==> src/rtl/ooo_pkg.sv <==
// ============================================================================
// ooo_pkg : shared types and sizes for the out-of-order core
// Revision: 1.0
// ============================================================================
`default_nettype none

package ooo_pkg;

    localparam int ROB_DEPTH = 16;
    localparam int ROB_TAG_W = $clog2(ROB_DEPTH);
    localparam int PREG_W    = 7;
    localparam int PC_W      = 9;

    typedef logic [ROB_TAG_W-1:0] rob_tag_t;

    typedef struct packed {
        logic [PC_W-1:0]   pc;
        logic [4:0]        rd;
        logic [PREG_W-1:0] prd;
        logic [PREG_W-1:0] old_prd;
        logic              regwrite;
    } rob_entry_t;

endpackage

`default_nettype wire

==> src/rtl/reorder_buffer.sv <==
// ============================================================================
// reorder_buffer : in-order retirement queue with completion tracking and
//                  branch-mispredict flush of younger entries
// Revision: 1.0
// ============================================================================
`default_nettype none

module reorder_buffer #(
    parameter int DEPTH  = 16,
    parameter int PREG_W = 7,
    parameter int PC_W   = 9
) (
    input  logic                     clk,
    input  logic                     reset,
    input  logic                     alloc_valid,
    output logic                     alloc_ready,
    output logic [$clog2(DEPTH)-1:0] alloc_tag,
    input  logic [PC_W-1:0]          alloc_pc,
    input  logic [4:0]               alloc_rd,
    input  logic [PREG_W-1:0]        alloc_prd,
    input  logic [PREG_W-1:0]        alloc_old_prd,
    input  logic                     alloc_regwrite,
    input  logic                     cmpl_valid,
    input  logic [$clog2(DEPTH)-1:0] cmpl_tag,
    input  logic                     flush_valid,
    input  logic [$clog2(DEPTH)-1:0] flush_tag,
    output logic                     commit_en,
    output logic [PREG_W-1:0]        commit_old_preg,
    output logic [PREG_W-1:0]        commit_prd,
    output logic [4:0]               commit_rd,
    output logic                     commit_regwrite,
    output logic [PC_W-1:0]          commit_pc,
    output logic                     empty
);

    import ooo_pkg::rob_entry_t;

    localparam int TAG_W = $clog2(DEPTH);
    localparam int CNT_W = TAG_W + 1;

    logic [TAG_W-1:0] head;
    logic [TAG_W-1:0] tail;
    logic [CNT_W-1:0] count;
    logic [DEPTH-1:0] valid;
    logic [DEPTH-1:0] done;
    rob_entry_t       entries [DEPTH];

    logic             head_valid;
    rob_entry_t       head_entry;
    logic             alloc_fire;
    logic             flush_fire;
    logic [TAG_W-1:0] flush_span;
    logic [DEPTH-1:0] younger;

    assign alloc_ready = (count != CNT_W'(DEPTH));
    assign alloc_tag   = tail;
    assign empty       = (count == '0);

    always_comb begin
        head_valid = valid[head];
        head_entry = entries[head];
        commit_en  = valid[head] & done[head];
        flush_fire = flush_valid & valid[flush_tag];
        alloc_fire = alloc_valid & alloc_ready & ~flush_valid;
        flush_span = flush_tag - head;
        // Age is measured as distance from head, so entries past the branch
        // in program order are exactly those with a larger distance.
        for (int i = 0; i < DEPTH; i++) begin
            younger[i] = (TAG_W'(i) - head) > flush_span;
        end
        commit_old_preg = '0;
        commit_prd      = '0;
        commit_rd       = '0;
        commit_regwrite = 1'b0;
        commit_pc       = '0;
        if (head_valid) begin
            commit_old_preg = head_entry.old_prd;
            commit_prd      = head_entry.prd;
            commit_rd       = head_entry.rd;
            commit_regwrite = head_entry.regwrite;
            commit_pc       = head_entry.pc;
        end
    end

    always_ff @(posedge clk or negedge reset) begin
        if (!reset) begin
            head  <= '0;
            tail  <= '0;
            count <= '0;
            valid <= '0;
            done  <= '0;
            for (int i = 0; i < DEPTH; i++) begin
                entries[i] <= '0;
            end
        end else begin
            if (cmpl_valid && valid[cmpl_tag]) begin
                done[cmpl_tag] <= 1'b1;
            end
            // Flush clearing follows completion so a completion to a
            // squashed entry in the same cycle cannot survive.
            if (flush_fire) begin
                for (int i = 0; i < DEPTH; i++) begin
                    if (younger[i]) begin
                        valid[i] <= 1'b0;
                        done[i]  <= 1'b0;
                    end
                end
            end
            if (alloc_fire) begin
                entries[tail] <= '{pc: alloc_pc, rd: alloc_rd, prd: alloc_prd,
                                   old_prd: alloc_old_prd, regwrite: alloc_regwrite};
                valid[tail]   <= 1'b1;
                done[tail]    <= 1'b0;
            end
            if (commit_en) begin
                valid[head] <= 1'b0;
                head        <= head + TAG_W'(1);
            end
            if (flush_fire) begin
                tail  <= flush_tag + TAG_W'(1);
                count <= {1'b0, flush_span} + CNT_W'(1) - CNT_W'(commit_en);
            end else begin
                if (alloc_fire) begin
                    tail <= tail + TAG_W'(1);
                end
                count <= count + CNT_W'(alloc_fire) - CNT_W'(commit_en);
            end
        end
    end

endmodule

`default_nettype wire

==> config.mk <==
export PLATFORM = sky130hd
export DESIGN_NAME = reorder_buffer
export DESIGN_NICKNAME = d
export VERILOG_FILES = /design/src/rtl/ooo_pkg.sv /design/src/rtl/reorder_buffer.sv
export SDC_FILE = /design/constraint.sdc
export NUM_CORES = 1
export LEC_CHECK = 0
export CAP_MARGIN = 20
export CORE_ASPECT_RATIO = 2
export CORE_MARGIN = 10
export CORE_UTILIZATION = 60
export CTS_CLUSTER_SIZE = 24
export DETAILED_ROUTE_END_ITERATION = 10
export HOLD_SLACK_MARGIN = 0.02
export PLACE_DENSITY = 0.78
export SLEW_MARGIN = 0
export SYNTH_ARGS = -nofsm -noshare
export SYNTH_HDL_FRONTEND = slang
export SYNTH_SLANG_ARGS = --single-unit
==> constraint.sdc <==
create_clock -name clk -period 5.4 [get_ports clk]
set_input_delay 1.08 -clock clk [delete_from_list [all_inputs] [get_ports clk]]
set_output_delay 1.08 -clock clk [all_outputs]
set_load 0.02 [all_outputs]
Word-level counts from Yosys, hierarchy flattened. Cells that the tools add are included.

Register bits: 509. Input bits: 42. Output and inout port bits: 36. Word-level logic and storage cells: 222.

Magnitude comparators: 26. Reductions and logical operators: 7. Bitwise gates (word level): 13. Mux-type cells: 66. Equality and inequality tests: 1. Add/subtract/negate cells: 24.

Operators by type and width (number): $bwmux W464 (1); $bmux W29 S4 (1); $demux W29 S4 (1); $mux W16 (6); $mux W29 (3); $gt A4 B4 Y1 (16); $mux W1 (40); $and A16 B16 Y16 (2); $not A16 Y16 (2); $or A16 B16 Y16 (2); $sub A4 B4 Y4 const A (8); $lt A4 B5 Y1 const B (4); $bmux W1 S4 (4); $sub A3 B4 Y4 const A (4); $mux W7 (2); $add A4 B1 Y4 const B (3); $demux W1 S4 (3); $ge A4 B1 Y1 const B (3); $ge A5 B5 Y1 const B (2); $mux W5 (2); $not A4 Y5 (2); $sub A5 B1 Y5 (2); $mux W9 (1); $mux W4 (2); other kinds (12) (21).

Longest topological paths before layout.
Depth after elaboration: 10. Mapped depth: 17. Depth with buffers taken out: 16.

Worst setup path after synthesis. No wires, ideal clock.

Kind: flip-flop to flip-flop. Start: register head[1]. End: register valid[11]. Clock period less this slack: 3752 ps. Arrival: 3627 ps. Slack: 1648 ps. Required time: 5275 ps. Buffers on the path: 4. Setup time: 125 ps. Cell stages (with the launch flop): 15. Cells stage by stage: dfrtp_1 > buf_2 > buf_2 > buf_2 > buf_1 > inv_1 > fa_1 > inv_1 > ha_1 > nor2b_1 > o2bb2ai_1 > maj3_1 > maj3_1 > o22ai_1 > a21oi_1.

Longest elaborated chain between the ends: 8. Elaborated cells on any way between the ends: 20. Classes of those cells: 2 x add/sub; 3 x order compare; 10 x mux; 4 x bitwise; 1 x reduce/logical.

Ends and longest elaborated chain: from (decl) (RTL line reorder_buffer.sv:41) `logic [TAG_W-1:0] head;`; from (signal assigned) (RTL line reorder_buffer.sv:117) `head <= head + TAG_W'(1);`; $sub A4 B4 Y4 (on tied branches) (RTL line reorder_buffer.sv:69, reorder_buffer.sv:65); $gt A4 B4 Y1 (RTL line reorder_buffer.sv:69) `younger[i] = (TAG_W'(i) - head) > flush_span;`; $mux W1 (RTL line reorder_buffer.sv:103) `if (younger[i]) begin`; $mux W16 (RTL line reorder_buffer.sv:101) `if (flush_fire) begin`; $or A16 B16 Y16 (no line); $mux W16 (RTL line reorder_buffer.sv:109) `if (alloc_fire) begin`; $and A16 B16 Y16 (no line); $mux W16 * (RTL line reorder_buffer.sv:115) `if (commit_en) begin`; to (signal, indexed assignment) (RTL line reorder_buffer.sv:104) `valid[i] <= 1'b0;`; to (signal, indexed assignment) (RTL line reorder_buffer.sv:112) `valid[tail] <= 1'b1;`; to (signal, indexed assignment) (RTL line reorder_buffer.sv:116) `valid[head] <= 1'b0;`; to (decl) (RTL line reorder_buffer.sv:44) `logic [DEPTH-1:0] valid;`.

Mark *: on every way between the ends. The rest lies on a longest branch, timed or not. The select of a mux whose other input is x is not followed. A chain may end at the register's enable or synchronous reset.

Worst setup path after layout.
Start: register head[1]. End: output port commit_en.

Longest elaborated chain between the ends: 3. Elaborated cells on any way between the ends: 5. Classes of those cells: 4 x mux; 1 x bitwise.

Ends and longest elaborated chain: $bmux W1 S4 (RTL line reorder_buffer.sv:62) `commit_en = valid[head] & done[head];`; $mux W1 (implied by the code) (RTL line reorder_buffer.sv:62); $and A1 B1 Y1 * (RTL line reorder_buffer.sv:62); to (decl) (RTL line reorder_buffer.sv:27) `output logic commit_en,`.

Marks and branches as above.

==> summary.md <==
| Metric | Value |
|---|---|
| 1st-pass router iterations | 5 |
| # resized after CTS | 0 |
| Hold Startpoint | entries[391] |
| Post-DR vias/cell | 6.48 |
| Routed vias | 14,597 |
| Setup bufs post-CTS | 0 |
| Worst slew margin | 34.1% |
| Syn Nets | 1,744 |
| Slowest stage delay, CP | 0.81 ns |
| RSZ-0062 raised after global routing | false |
| Drt total wl | 61.2 mm |
| Crit path capture | commit_en |
| Share of the synthesized area in the top cell type | 51.3% |
| Vias in the first global route | 16,281 |
| Critical path cell sequence | mux4_2 -> mux2i_1 -> mux2_4 -> a311oi_4 -> clkdlybuf4s50_1 |
| Wire per inst | 27.2 um |
| Endpoints failing setup | 0 |
| Clock Path Buffers | 3 |
| R2r setup slk | 1.34 ns |
| Sequential share of the synthesized area | 51.3% |
| Final Non-Filler Cells | 2,253 |
| YS warnings | 0 |
| Max Clk Rate | 0.211 GHz |
| Static Leak | 12.2 nW |
| Critical Path RT | 4.32 ns |
| Row cnt | 105 |
| Fraction of power consumed by sequential logic | 38.5% |
| Hold Vio Cnt, Final | 0 |
| Io pins | 78 |
| Final #Nets | 1,776 |
| Clock Sink Count | 509 |
| Status | complete, no violations |
| Synthesized flop and latch total | 509 |
| Maximum vdd drop | 391 uV |
| Most frequent cell after synthesis | dfrtp_1 |
| Critical path buffers and inverters | 1 |
| CP Launch Point | head[1] |
| H-tree depth | 2 |
| Initial antenna violation count | 0 |
| Critical path fanouts, max | 32 |
| Clock root cell | clkbuf_16 |
| Initial DRC Count | 857 |
| IO Port Bufs | 77 |
| Kind of critical path | flip-flop to output pin |
| Min cycle time layout | 4.75 ns |
| DPL Wire Length | 38.5 mm |
| FFs w/ async S/R, synth | 100% |
| Post-CTS Hold Fix Bufs | 0 |
| Final ANT Viol Nets | 0 |
| Clock-pin slew on the worst setup and hold paths | 0.07 ns |
| Dpl ws | 0.978 ns |
| Slew Limit Fails | 0 |
| Synth unique cells | 53 |
| FF-to-FF End | count[4] |
| Total of max-cap violations | 0 |
| Starting density of the core | 60.6% |
| WP depth | 5 |
| Total negative setup slack | 0 ns |
| Grt total ovfl | 0 |
| CTS buffer count | 45 |
| Most area-hungry cell type in the Yosys netlist | dfrtp_1 |
| Worst-margin pin slew | 0.989 ns |
| Count of flip-flops with a built-in enable after synthesis | 0 |
| Clock share of power | 19.8% |
| Worst path top cell family by delay | multiplexers |
| Share of layout cells above drive strength 1 | 44.5% |
| GP Congestion | 0.963 |
| CTS tree | yes |
| DIE WIDTH | 164 um |
| Hold crit path type | flip-flop to flip-flop |
| DRC violations left | 0 |
| Top_reg_cell synth | dfrtp_1 |
| DP Area | 26,200 um^2 |
| Slowest CP cell | dfrtp_4 |
| Top cells by area, synth | dfrtp_1, mux2_2, mux4_2, ha_1, buf_2 |
| Pin count of the biggest net entering global routing | 124 |
| CORE AREA | 41,000 um^2 |
| Combinational power share | 41.7% |
| Layout area overhead | 11.6% |
| Int Pwr | 11.3 mW |
| Crit end category | output pin |
| ANT cells | 0 |
| WP data arrival | 3.67 ns |
| Placed insts | 2,171 |
| Final worst slack | 0.652 ns |
| FF-to-FF path depth | 15 |
| Clock Latency Late Sink | 0.58 ns |
| First-pass GRT wire length | 95.5 mm |
| Switching part of the total | 33.0% |
| GRT Total Usage | 24.7% |
| Net Switching | 5.59 mW |
| Final instance area | 27,700 um^2 |
| P per Cell Area | 611 nW/um^2 |
| Avg Cell Area, Syn | 15.0 um^2 |
| Die Y | 308 um |
| Critical path launch point type | flip-flop |
| Syn Inst Count | 1,651 |
| Final period utilization | 87.9% |
| Die area | 50,400 um^2 |
| Clk_skew | 0.0217 ns |
| Cell area after synthesis | 24,800 um^2 |
| Critical R2R Launch | head[1] |
| Tot Pwr | 16.9 mW |
| Post-synth top cells | dfrtp_1, mux2_2, mux4_2, buf_2, clkbuf_1 |
==> worst reg2reg max path, delay by kind of cell (launching register included) <==
kind | cells | cell delay, ns
DFF | 1 | 0.81
xor gates and xnor gates | 1 | 0.16
and+or+nand+nor | 2 | 0.15
buffers and inverters | 3 | 0.20
adders and majority gates | 3 | 0.92
AOI/OAI and AO/OA | 2 | 0.69
muxes | 4 | 1.01
==> power by group through the flow <==
| stage | clock network, mW | registers (mW) | logic [mW] |
|---|---|---|---|
| global placement | 0 | 6.42 | 6.88 |
| CTS | 3.41 | 6.52 | 7.12 |
| floorplan | 0 | 6.11 | 5.31 |
| global route | 3.55 | 6.71 | 7.57 |
| detailed placement | 0 | 6.57 | 7.09 |
| finish | 3.34 | 6.52 | 7.06 |
==> metrics by stage <==
stage          utilization, %  hold WS, ns
5_1_grt                  67.6        0.505
3_3_place_gp             63.9        0.481
2_1_floorplan               -        0.472
3_5_place_dp             63.9        0.487
6_report                 67.6        0.500
4_1_cts                  67.6        0.502
==> sequential cells by signal, summed over array words and instances (netlist names) <==
| signal | count |
|---|---|
| entries | 464 |
| head | 4 |
| done | 16 |
| count | 5 |
| alloc_tag | 4 |
| valid | 16 |
==> logic make-up (layout without fill, tap and decap cells) <==
group	Yosys count	count (layout)	synth area share [%]
buf+inv	172	239	3.03
compound gates	108	108	2.81
simple gates	145	145	3.09
flops	509	509	51.3
xor+xnor	26	26	0.917
fa+ha+maj	55	55	2.79
mux	636	636	36.1
==> placed cells by master (no fill, tap or decap), drive strengths merged, types with 2 or more instances in the layout <==
| cell | instances |
|---|---|
| a21oi | 27 |
| buf | 42 |
| nor2 | 29 |
| nand3b | 5 |
| bufinv | 3 |
| nand2 | 26 |
| nor3 | 15 |
| nand2b | 5 |
| nor2b | 37 |
| clkbuf | 67 |
| a2bb2oi | 3 |
| nand4 | 7 |
| o22ai | 7 |
| and3b | 2 |
| a22oi | 10 |
| o21ai | 26 |
| and2 | 4 |
| fa | 2 |
| mux2i | 9 |
| mux4 | 159 |
| nand3 | 9 |
| a21o | 2 |
| clkinv | 9 |
| mux2 | 468 |
| maj3 | 4 |
| a31oi | 9 |
| inv | 42 |
| and3 | 2 |
| o221ai | 4 |
| a21boi | 7 |
| xnor2 | 16 |
| dfrtp | 509 |
| clkdlybuf4s50 | 76 |
| ha | 49 |
| o21a | 5 |
| xor2 | 10 |
==> worst min path at each step <==
| stage | end | slack, ns | depth (start not counted) |
|---|---|---|---|
| after floorplan | done[2] | 0.47 | 2 |
| after global routing | entries[380] | 0.51 | 1 |
| after CTS | entries[391] | 0.50 | 1 |
| after detailed placement | entries[391] | 0.49 | 1 |
| after global placement | entries[365] | 0.48 | 1 |
| final | entries[391] | 0.50 | 1 |
==> area by class of cell <==
class	count	area (um^2)
sequential	509	12700
clock inverter	15	179
tap	535	669
inverter	39	146
timing repair buffer	118	1180
fill	2910	13300
multi-input combinational	970	11400
clock buffer	67	1360
==> metal layers <==
layer  track usage, %  up-vias  wire, um
met2             44.4      438     33300
met1             29.1     7847     22800
met4             10.4        0      2490
li1                 -     6162         -
met5                0        -         0
met3             2.96      150      2660
(Power assumes the default switching activity.)
